**config.mk**
```make
export PLATFORM = sky130hd
export DESIGN_NAME = unidad_control_multiciclo
export DESIGN_NICKNAME = d
export VERILOG_FILES = /design/src/rtl/unidad_control_multiciclo.sv
export SDC_FILE = /design/constraint.sdc
export NUM_CORES = 1
export LEC_CHECK = 0
export BUFFER_PORTS_ARGS = -buffer_cell sky130_fd_sc_hd__clkbuf_2
export CELL_PAD_IN_SITES_DETAIL_PLACEMENT = 1
export CELL_PAD_IN_SITES_GLOBAL_PLACEMENT = 1
export CORE_ASPECT_RATIO = 0.5
export CORE_MARGIN = 5
export CORE_UTILIZATION = 44
export DETAILED_ROUTE_END_ITERATION = 6
export PLACE_DENSITY_LB_ADDON = 0.1
export SYNTH_ARGS = -nofsm -noshare
export SYNTH_HDL_FRONTEND = slang
export SYNTH_SLANG_ARGS = --single-unit
```
**constraint.sdc**
```tcl
create_clock -name clk -period 3.6 [get_ports clk]
set_input_delay 0.9 -clock clk [delete_from_list [all_inputs] [get_ports clk]]
set_output_delay 0.9 -clock clk [all_outputs]
set_load 0.005 [all_outputs]
```
**src/rtl/unidad_control_multiciclo.sv**
```systemverilog
// Multicycle control unit: sequences FETCH/DECODE/EXEC/MEM/WB from a latched
// opcode, stalls on mem_ready, drives datapath strobes and counts retirements.
module unidad_control_multiciclo #(
    parameter int OP_WIDTH    = 6,
    parameter int ALUOP_WIDTH = 3,
    parameter int CNT_WIDTH   = 16
) (
    input  logic                   clk,
    input  logic                   rst_n,
    input  logic                   en,
    input  logic [OP_WIDTH-1:0]    op,
    input  logic                   zero,
    input  logic                   mem_ready,
    output logic                   PCWrite,
    output logic                   IRWrite,
    output logic                   MemRead,
    output logic                   MemToWrite,
    output logic                   MemToReg,
    output logic                   RegWrite,
    output logic                   RegDst,
    output logic                   ALUSrc,
    output logic [ALUOP_WIDTH-1:0] ALUOp,
    output logic                   illegal_op,
    output logic [CNT_WIDTH-1:0]   instr_count
);

    typedef enum logic [2:0] {
        S_IDLE   = 3'd0,
        S_FETCH  = 3'd1,
        S_DECODE = 3'd2,
        S_EXEC   = 3'd3,
        S_MEM    = 3'd4,
        S_WB     = 3'd5,
        S_TRAP   = 3'd6
    } state_t;

    localparam logic [OP_WIDTH-1:0] OP_R    = OP_WIDTH'(6'b000000);
    localparam logic [OP_WIDTH-1:0] OP_J    = OP_WIDTH'(6'b000010);
    localparam logic [OP_WIDTH-1:0] OP_BEQ  = OP_WIDTH'(6'b000100);
    localparam logic [OP_WIDTH-1:0] OP_ADDI = OP_WIDTH'(6'b001000);
    localparam logic [OP_WIDTH-1:0] OP_LW   = OP_WIDTH'(6'b100011);
    localparam logic [OP_WIDTH-1:0] OP_SW   = OP_WIDTH'(6'b101011);

    state_t                state_r;
    state_t                state_nxt_s;
    logic [OP_WIDTH-1:0]   op_r;
    logic [CNT_WIDTH-1:0]  count_r;
    logic                  illegal_r;
    logic                  retire_s;

    logic                  pc_write_s;
    logic                  ir_write_s;
    logic                  mem_read_s;
    logic                  mem_write_s;
    logic                  mem_to_reg_s;
    logic                  reg_write_s;
    logic                  reg_dst_s;
    logic                  alu_src_s;
    logic [2:0]            alu_op_s;

    function automatic logic goes_to_exec(input logic [OP_WIDTH-1:0] opc);
        return (opc == OP_R) || (opc == OP_LW) || (opc == OP_SW) ||
               (opc == OP_BEQ) || (opc == OP_ADDI);
    endfunction

    // State, latched opcode, retire counter and sticky trap flag.
    always_ff @(posedge clk or negedge rst_n) begin
        if (!rst_n) begin
            state_r   <= S_IDLE;
            op_r      <= '0;
            count_r   <= '0;
            illegal_r <= 1'b0;
        end else begin
            state_r <= state_nxt_s;
            if (en && (state_r == S_DECODE)) begin
                op_r <= op;
            end
            if (retire_s) begin
                count_r <= count_r + CNT_WIDTH'(1);
            end
            if (state_nxt_s == S_TRAP) begin
                illegal_r <= 1'b1;
            end
        end
    end

    // Next-state and retire decision; everything holds while en is low.
    always_comb begin
        state_nxt_s = state_r;
        retire_s    = 1'b0;
        if (en) begin
            case (state_r)
                S_IDLE:   state_nxt_s = S_FETCH;
                S_FETCH: begin
                    if (mem_ready) state_nxt_s = S_DECODE;
                    else           state_nxt_s = S_FETCH;
                end
                S_DECODE: begin
                    if (op == OP_J) begin
                        state_nxt_s = S_FETCH;
                        retire_s    = 1'b1;
                    end else if (goes_to_exec(op)) begin
                        state_nxt_s = S_EXEC;
                    end else begin
                        state_nxt_s = S_TRAP;
                    end
                end
                S_EXEC: begin
                    case (op_r)
                        OP_R, OP_ADDI: state_nxt_s = S_WB;
                        OP_LW, OP_SW:  state_nxt_s = S_MEM;
                        OP_BEQ: begin
                            state_nxt_s = S_FETCH;
                            retire_s    = 1'b1;
                        end
                        default:       state_nxt_s = S_TRAP;
                    endcase
                end
                S_MEM: begin
                    if (!mem_ready) begin
                        state_nxt_s = S_MEM;
                    end else if (op_r == OP_LW) begin
                        state_nxt_s = S_WB;
                    end else begin
                        state_nxt_s = S_FETCH;
                        retire_s    = 1'b1;
                    end
                end
                S_WB: begin
                    state_nxt_s = S_FETCH;
                    retire_s    = 1'b1;
                end
                S_TRAP:   state_nxt_s = S_TRAP;
                default:  state_nxt_s = S_IDLE;
            endcase
        end else begin
            state_nxt_s = state_r;
        end
    end

    // Datapath strobes; memory requests and writes are gated by en.
    always_comb begin
        pc_write_s   = 1'b0;
        ir_write_s   = 1'b0;
        mem_read_s   = 1'b0;
        mem_write_s  = 1'b0;
        mem_to_reg_s = 1'b0;
        reg_write_s  = 1'b0;
        reg_dst_s    = 1'b0;
        alu_src_s    = 1'b0;
        alu_op_s     = 3'b000;
        case (state_r)
            S_FETCH: begin
                mem_read_s = en;
                ir_write_s = en & mem_ready;
                pc_write_s = en & mem_ready;
            end
            // J is resolved before op_r is loaded, so look at the live opcode.
            S_DECODE: pc_write_s = en & (op == OP_J);
            S_EXEC: begin
                case (op_r)
                    OP_R:                alu_op_s = 3'b010;
                    OP_LW, OP_SW, OP_ADDI: alu_src_s = 1'b1;
                    OP_BEQ: begin
                        alu_op_s   = 3'b001;
                        pc_write_s = en & zero;
                    end
                    default:             alu_op_s = 3'b000;
                endcase
            end
            S_MEM: begin
                if (op_r == OP_LW) mem_read_s  = en;
                else               mem_write_s = en;
            end
            S_WB: begin
                reg_write_s  = en;
                reg_dst_s    = (op_r == OP_R);
                mem_to_reg_s = (op_r == OP_LW);
            end
            default: pc_write_s = 1'b0;
        endcase
    end

    assign PCWrite     = pc_write_s;
    assign IRWrite     = ir_write_s;
    assign MemRead     = mem_read_s;
    assign MemToWrite  = mem_write_s;
    assign MemToReg    = mem_to_reg_s;
    assign RegWrite    = reg_write_s;
    assign RegDst      = reg_dst_s;
    assign ALUSrc      = alu_src_s;
    assign ALUOp       = ALUOP_WIDTH'(alu_op_s);
    assign illegal_op  = illegal_r;
    assign instr_count = count_r;

endmodule

```
Word level (Yosys, flattened, before mapping)
Index checks and enable logic that the tools add are counted.
{ "word_totals": {"romBits": 0, "latchBits": 0, "elab_cells": 64, "mem_count": 0, "ram_bits": 0, "output_inout_bits": 28, "reg_bits": 26} }
{ "classes": {"order_cmp": 0, "n_eq_ne": 16, "reduce_logical": 12, "n_div": 0, "n_mux": 28, "bitwise_logic": 3, "addsub": 1, "shifts": 0, "multipliers": 0} }
{ "op_table": {"columns": ["op", "n"], "rows": [
  ["6-bit equality test, second input constant", 4],
  ["3-bit case mux with 6 select lines", 1],
  ["16-bit by 1-bit adder with 16-bit output, second input constant", 1],
  ["1-bit two-way mux", 15],
  ["3-bit two-way mux", 5],
  ["3-bit equality test, second input constant", 4],
  ["6-bit by 3-bit equality test with 1-bit output, second input constant", 2],
  ["6-bit by 4-bit equality test with 1-bit output, second input constant", 2],
  ["6-bit logical NOT", 2],
  ["3-bit case mux with 3 select lines", 1],
  ["3-bit by 2-bit equality test with 1-bit output, second input constant", 2],
  ["6-bit by 2-bit equality test with 1-bit output, second input constant", 1],
  ["2-bit OR reduction", 3],
  ["1-bit logical OR", 4],
  ["2-bit two-way mux", 2],
  ["1-bit case mux with 4 select lines", 1],
  ["2-bit case mux with 2 select lines", 1],
  ["1-bit bitwise AND", 3],
  ["3-bit by 1-bit equality test with 1-bit output, second input constant", 1],
  ["3-bit logical NOT", 1],
  ["1-bit case mux with 3 select lines", 1],
  ["3-bit OR reduction", 1],
  ["1-bit case mux with 2 select lines", 1],
  ["1-bit logical AND", 1]
]} }

Logic depth before layout (Yosys ltp)
Gate-level depths: netlist (run 1).
{ "logic_depth": {"ltp_word": 10, "depth_mapped": 7, "mapped_depth_nobuf": 5} }

Least setup slack after synthesis (run 1)
OpenSTA, ideal clock, no wires.
{ "synth_path": {"path_type": "input-to-output", "startpoint": "input port en", "endpoint": "output port PCWrite", "path_buffers": 1, "required_ns": 2.700, "slack_ns": 0.903, "path_stages": 5, "arrival_time_ns": 1.797, "path_cell_list": "buf_2 -> nand3_1 -> nor2_2 -> nand3_1 -> a31oi_1"} }
{ "synth_via": {"elab_chain_len": 3, "elab_cells_between_ends": 5} }
{ "synth_rtl": {"columns": ["item", "line_no", "text"], "rows": [
  ["from (decl)", "10", "input logic en,"],
  ["1-bit bitwise AND", "166", "pc_write_s = en & zero;"],
  ["1-bit two-way mux", "161", "case (op_r)"],
  ["1-bit case mux with 3 select lines (*)", "152", "case (state_r)"],
  ["to (decl)", "14", "output logic PCWrite,"]
]} }
Every way passes the cells marked *; elsewhere a longest branch is shown, timed or not.

Worst setup path in the final report (run 1)
Same ends and word-level chain as after synthesis.

==> summary.md, run 1 <==
| Metric | Value |
|---|---|
| Clock sink total | `26` |
| Clk Latency, worst-skew pair | `280 ps` |
| Layout Nets | `201` |
| Initial core utilization | `46.38%` |
| Synthesized instance count | `154` |
| Largest net degree at the start of global routing | `27` |
| Rows | `15` |
| PwrDens | `603.0 nW/µm²` |
| WL met2 | `2033 µm` |
| Sw Share | `40.97%` |
| GPL Wtd Cong | `0.8098` |
| I/O Buffers | `37` |
| Area grow syn2layout | `15.00%` |
| IO Pins | `39` |
| Worst slew pin tran | `659.6 ps` |
| Vias in the first global route | `1463` |
| Max-slew headroom | `56.03%` |
| Core Footprint | `3472 µm²` |
| Number of flops mapped to enable cells by yosys | `0` |
| Synth Register Bits | `26` |
| Vias/cell | `5.597` |
| Crit path capture type | `output pin` |
| Critical path class | `in -> out` |
| Initial drt markers | `25` |
| Clk slew on worst S/H paths | `90 ps` |
| Cts hold-fix bufs | `0` |
| Root Buffer | `clkbuf_8` |
| Htree depth | `1` |
| DR WL/cell | `17.93 µm` |
| Max-Cap Viols | `0` |
| Fillers | `400` |
| Setup TNS | `0 ps` |
| Peak supply drop | `0.0002455 V` |
| Cts bufs inserted | `3` |
| Dpl hpwl | `3310 µm` |
| Switching power | `0.4576 mW` |
| Clk pwr share | `17.3%` |
| Seq pwr share | `45.3%` |
| GR Util All Layers | `19.01%` |
| Fin crit share | `84.88%` |
| Routed met3 length | `157 µm` |
| Net count after synthesis | `167` |
| Final wirelength | `4267 µm` |
| Layout Skew | `9.030 ps` |
| Die width | `95.56 µm` |
| Final Hold Vio Count | `0` |
| Wl on met1 | `2004 µm` |
| RSZ-0062 raised after global routing | `no` |
| Combinational power share | `37.4%` |
| Vias | `1332` |
| Register area share after synthesis | `40.40%` |
| Die H | `52.78 µm` |
| Initial antenna violation count | `0` |
| Antenna diode instance count | `0` |
| Post-synth ARST share | `100.0%` |
| Final setup fails | `0` |
| Global-route wire length before repair | `7245 µm` |
| Static leakage | `0.8063 nW` |
| Final instance area | `1852 µm²` |
| Distinct cells, synth | `48` |
| Worst hold-check path type | `reg -> reg` |
| CTS Buffer Depth | `2` |
| Drc violations | `0` |
| Worst Path Required | `2700 ps` |
| Placed inst area | `1797 µm²` |
| Tmin final | `3056 ps` |
| Synthesized area | `1610 µm²` |
| WP data arrival | `2160 ps` |
| Detail Route Antenna Nets | `0` |
| Synth warnings | `0` |
| DRT Pass-1 Iters | `4` |
| Share of cells above drive strength 1 | `31.55%` |
| Uppermost layer routed | `met4` |
| Synth Flop Type | `dfrtp_1` |
| Postcts setup bufs | `0` |
| Internal | `0.6591 mW` |
| Post-CTS resize count | `0` |
| Gr ovfl total | `0` |
| Crit Path Max Fanout | `11` |
| CTS tree | `done` |
| Die Area | `5043 µm²` |
| Outcome | `completed` |
| Maximum clock rate | `327.3 MHz` |
| Avg Inst Size Synth | `10.46 µm²` |
| Critical Path Start Type | `input port` |
| Pins Over Slew Limit | `0` |
[power groups by stage]
| stage | sequential, mW | clock [mW] | combinational (mW) |
|---|---|---|---|
| 2_1_floorplan | 0.446 | 0 | 0.359 |
| 3_3_place_gp | 0.504 | 0 | 0.408 |
| 3_5_place_dp | 0.511 | 0 | 0.424 |
| 4_1_cts | 0.506 | 0.199 | 0.423 |
| 5_1_grt | 0.526 | 0.218 | 0.470 |
| 6_report | 0.506 | 0.193 | 0.418 |
[stage by stage]
| step | power, mW | utilization [%] | cells | setup slack (ps) | hold slack [ps] |
|---|---|---|---|---|---|
| CTS | 1.129 | 53.33 | 238 | 549.5 | 483.9 |
| finish | 1.117 | 53.33 | 238 | 544.4 | 480.4 |
| global placement | 0.9127 | 51.75 | 234 | 623.5 | 457.4 |
| detailed placement | 0.9345 | 51.75 | 234 | 537.8 | 467.5 |
| global route | 1.213 | 53.33 | 238 | 434.0 | 518.8 |
| floorplan | 0.8050 | - | 154 | 903.4 | 462.6 |
[sequential cells by signal, summed over array words and instances (netlist names)]
register and count:
illegal_op 1, instr_count 16, op_r 6, state_r 3
[cell usage in the layout, fill, tap and decap left out, drive strengths merged, types with 2 or more instances in the layout]
cell      n
inv       4
nor3      5
mux2      7
xnor2    15
o211ai    5
a21oi     4
and4      3
o21ai     5
nor2     10
a31o      2
clkbuf   41
nand3     9
and3      5
and2      2
nand4     3
a2111oi   2
nor2b     4
nand2     6
nor4b     2
o2111ai   7
nor4      2
ha        2
dfrtp    26
[cells in the mapped netlist (2+ instances only)]
cell type	count	area, µm²
dfrtp_1	26	650.6
xnor2_1	15	131.4
nand3_1	9	45.04
nor2_1	9	33.78
mux2_2	7	78.83
o2111ai_1	7	61.31
nand2_1	6	22.52
and3_1	5	31.28
o211ai_1	5	37.54
o21ai_0	5	25.02
buf_6	4	45.04
inv_1	4	15.01
nor2b_1	4	25.02
and4_1	3	26.28
nand4_1	3	18.77
nor3_1	3	15.01
a2111oi_0	2	17.52
a21oi_1	2	10.01
and2_1	2	12.51
buf_2	2	10.01
clkbuf_1	2	7.510
ha_1	2	25.02
nor4_1	2	12.51
[path summary, 6_finish.rpt]
kind | depth (start not counted) | slack (ps) | end | startpoint
max in group asynchronous | 1 | 2530 | instr_count[7] | rst_n
min in group asynchronous | 1 | 630 | instr_count[4] | rst_n
min reg2reg | 1 | 480 | instr_count[15] | instr_count[15]
max | 6 | 540 | PCWrite | en
max reg2reg | 4 | 1630 | instr_count[11] | state_r[1]
min | 1 | 480 | instr_count[15] | instr_count[15]
[kinds of logic (layout without fill, tap and decap cells)]
| family | count (synthesis) | after routing | share of synthesized area, % |
|---|---|---|---|
| compound gates | 35 | 35 | 17.87 |
| xor+xnor | 15 | 15 | 8.159 |
| mux | 7 | 7 | 4.895 |
| fa+ha+maj | 2 | 2 | 1.554 |
| other cells | 1 | 1 | 0.2329 |
| buf+inv | 13 | 46 | 5.284 |
| flops | 26 | 26 | 40.40 |
| simple gates | 55 | 55 | 21.60 |
[cell type report]
cell class / count / area, µm² / share of cell area [%]
clock buffers: 4 / 55.05 / 2.973
flip-flops and latches: 26 / 650.6 / 35.14
repair buffers: 38 / 192.7 / 10.41
multi-input cells: 115 / 874.6 / 47.23
well taps: 51 / 63.81 / 3.446
inverters: 4 / 15.01 / 0.8108
[routing by layer]
| layer | track usage [%] | up-vias |
|---|---|---|
| met2 | 33.26 | 29 |
| met5 | 0 | - |
| met3 | 3.730 | 7 |
| li1 | - | 645 |
| met1 | 23.32 | 651 |
| met4 | 7.075 | 0 |
[worst max-delay path, stage by stage]
cell and delay (ps):
clkbuf_2 210, nand3_1 210, nor2_2 360, nand3_1 150
a31oi_1 190, clkbuf_2 140
Power figures use the tool's default switching activity.
==> inputs of run 2 (changes only) <==
CORE_UTILIZATION = 37   (was 44)
clock period = 2.65 ns   (was 3.6 ns; I/O delays follow)
==> run 2 against run 1 <==
Compared with the run above: critical path depth is 1 lower; clock-buffer cell count is 1 lower; wire length is 6.0% lower; global-route usage is 4.7 points lower; clock power is 69% higher; first-iteration DRC count stayed put; sequential share of layout area is 0.65 points lower; cell count is 2.1% higher; non-clock buffer count is 2 higher.
==> summary.md, run 2 (synthesis results as in run 1) <==
| Metric | Value |
|---|---|
| Outcome | `completed (unchanged)` |
| CP bufs+invs | `1 (was 2)` |
| Worst Path Required | `1990 ps (was 2700 ps)` |
| PwrDens | `842.5 nW/µm² (was 603.0 nW/µm²)` |
| DRT Pass-1 Iters | `4 (unchanged)` |
| Layout Nets | `203 (was 201)` |
| Die Area | `5852 µm² (was 5043 µm²)` |
| Crit path capture type | `output pin (unchanged)` |
| Vias in the first global route | `1345 (was 1463)` |
| Initial core utilization | `39.82% (was 46.38%)` |
| Area grow syn2layout | `17.17% (was 15.00%)` |
| Drc violations | `0 (unchanged)` |
| Detail Route Antenna Nets | `0 (unchanged)` |
| Die H | `56.65 µm (was 52.78 µm)` |
| Vias/cell | `5.477 (was 5.597)` |
| Cts hold-fix bufs | `0 (unchanged)` |
| Clk slew on worst S/H paths | `90 ps (about the same)` |
| Most common cell after layout, fill and taps aside | `clkbuf_2 (unchanged)` |
| Postcts setup bufs | `0 (unchanged)` |
| Worst slew pin tran | `670.4 ps (was 659.6 ps)` |
| I/O Buffers | `37 (unchanged)` |
| Root Buffer | `clkbuf_8 (unchanged)` |
| Htree depth | `1 (unchanged)` |
| Clk Latency, worst-skew pair | `270 ps (was 280 ps)` |
| Sw Share | `38.37% (was 40.97%)` |
| Max-slew headroom | `55.31% (was 56.03%)` |
| Antenna diode instance count | `0 (unchanged)` |
| Seq pwr share | `41.3% (was 45.3%)` |
| Core Footprint | `4044 µm² (was 3472 µm²)` |
| Most frequent cells in the layout | `clkbuf_2 (37), dfrtp_1 (26), xnor2_1 (15) (unchanged)` |
| Crit Path Max Fanout | `15 (was 11)` |
| Static leakage | `0.8234 nW (was 0.8063 nW)` |
| Critical path's top delay family | `flip-flops (was simple AND/OR/NAND/NOR gates)` |
| Die width | `103.3 µm (was 95.56 µm)` |
| Critical path class | `reg -> out (was in -> out)` |
| Fillers | `481 (was 400)` |
| Switching power | `0.6099 mW (was 0.4576 mW)` |
| Gr ovfl total | `0 (unchanged)` |
| Initial antenna violation count | `0 (unchanged)` |
| IO Pins | `39 (unchanged)` |
| Vias | `1331 (was 1332)` |
| Final Hold Vio Count | `0 (unchanged)` |
| Slowest CP cell | `dfrtp_1 (was nor2_2)` |
| CP cell instances | `nand3_1 > nor2_2 > nand3_1 > a31oi_1 > clkbuf_2 (was clkbuf_2 > nand3_1 > nor2_2 > nand3_1 > a31oi_1 > clkbuf_2)` |
| Total power | `1.590 mW (was 1.117 mW)` |
| WP data arrival | `1730 ps (was 2160 ps)` |
| Internal | `0.9798 mW (was 0.6591 mW)` |
| Final setup fails | `0 (unchanged)` |
| Combinational power share | `38.2% (was 37.4%)` |
| Placed inst area | `1815 µm² (was 1797 µm²)` |
| CTS tree | `done (unchanged)` |
| Max reg flops | `16 (unchanged)` |
| Layout Skew | `2.313 ps (was 9.030 ps)` |
| Setup TNS | `0 ps (unchanged)` |
| GPL Wtd Cong | `0.7795 (was 0.8098)` |
| CTS Buffer Depth | `2 (unchanged)` |
| DR WL/cell | `16.51 µm (was 17.93 µm)` |
| Max-Cap Viols | `0 (unchanged)` |
| Global-route wire length before repair | `6748 µm (was 7245 µm)` |
| Most common cell on crit path | `nand3_1` |
| Clock sink total | `26 (unchanged)` |
| GR Util All Layers | `14.31% (was 19.01%)` |
| Crit-path max cell delay | `630 ps (was 360 ps)` |
| Dpl hpwl | `3066 µm (was 3310 µm)` |
| Clk pwr share | `20.6% (was 17.3%)` |
| Largest net degree at the start of global routing | `27 (unchanged)` |
| Tmin final | `2396 ps` |
| Critical Path Start Type | `flip-flop (was input port)` |
| Post-CTS resize count | `0 (unchanged)` |
| Final instance area | `1887 µm² (was 1852 µm²)` |
| RSZ-0062 raised after global routing | `no (unchanged)` |
| Fin crit share | `90.41%` |
| Worst hold-check path type | `in -> async (was reg -> reg)` |
| Final wirelength | `4012 µm (was 4267 µm)` |
| Pins Over Slew Limit | `0 (unchanged)` |
| Maximum clock rate | `417.4 MHz` |
| Share of cells above drive strength 1 | `32.28% (was 31.55%)` |
| Peak supply drop | `0.0002898 V (was 0.0002455 V)` |
| Cts bufs inserted | `3 (unchanged)` |
| Initial drt markers | `25 (unchanged)` |
| Rows | `16 (was 15)` |
| Worst hold slack | `410.5 ps (was 480.4 ps)` |
==> run 2: cell count changes in the layout (fill, tap and decap cells not counted), sizes merged <==
cell    change
buf         +2
clkbuf      -1
bufinv      +1
==> run 2: worst register-to-register path, delay by kind of cell (launching register included) <==
kind / cells / cell delay, ps
adders and majority gates: 1 / 370
DFF: 1 / 630
AOI/OAI and AO/OA: 1 / 240
and+or+nand+nor: 1 / 430
xor gates and xnor gates: 1 / 170
==> run 2: stage by stage <==
| step | setup slack, ps | utilization [%] | instances |
|---|---|---|---|
| finish | 254.2 | 46.66 | 243 |
| global route | 41.79 | 46.66 | 243 |
| CTS | 223.3 | 46.66 | 243 |
| detailed placement | 311.2 | 44.89 | 239 |
| global placement | 356.4 | 44.89 | 239 |
| floorplan | 428.4 | - | 154 |
==> run 2: area by class of cell <==
class                      count  area, µm²  area share, %
tap                           54      67.56          3.581
clock buffer                   3      41.29          2.188
sequential                    26      650.6          34.48
timing repair buffer          40      207.7          11.01
multi-input combinational    115      874.6          46.35
inverter                       4      15.01         0.7958
clock inverter                 1      30.03          1.592
==> run 2: power groups by stage <==
| stage | Sequential (mW) | Combinational, mW | Clock [mW] |
|---|---|---|---|
| 6_report | 0.656 | 0.607 | 0.327 |
| 5_1_grt | 0.680 | 0.680 | 0.355 |
| 2_1_floorplan | 0.605 | 0.488 | 0 |
| 4_1_cts | 0.658 | 0.616 | 0.336 |
| 3_3_place_gp | 0.662 | 0.607 | 0 |
| 3_5_place_dp | 0.666 | 0.610 | 0 |
==> run 2: final timing paths <==
kind | from | end | slack (ps) | depth (start not counted)
setup / recovery | state_r[1] | PCWrite | 250 | 5
hold / removal | rst_n | instr_count[13] | 410 | 1
setup reg to reg | state_r[1] | instr_count[7] | 700 | 4
hold reg to reg | instr_count[15] | instr_count[15] | 480 | 1
max in group asynchronous | rst_n | instr_count[2] | 1810 | 1
min in group clk | instr_count[15] | instr_count[15] | 480 | 1
==> run 2: routing by layer <==
| layer | part of all wire, % | vias up | GRT usage [%] |
|---|---|---|---|
| met5 | 0 | - | 0 |
| met1 | 50 | 644 | 20.21 |
| met4 | 0.32 | 0 | 2.399 |
| met3 | 4.9 | 2 | 3.214 |
| met2 | 44 | 35 | 22.61 |
| li1 | - | 650 | - |
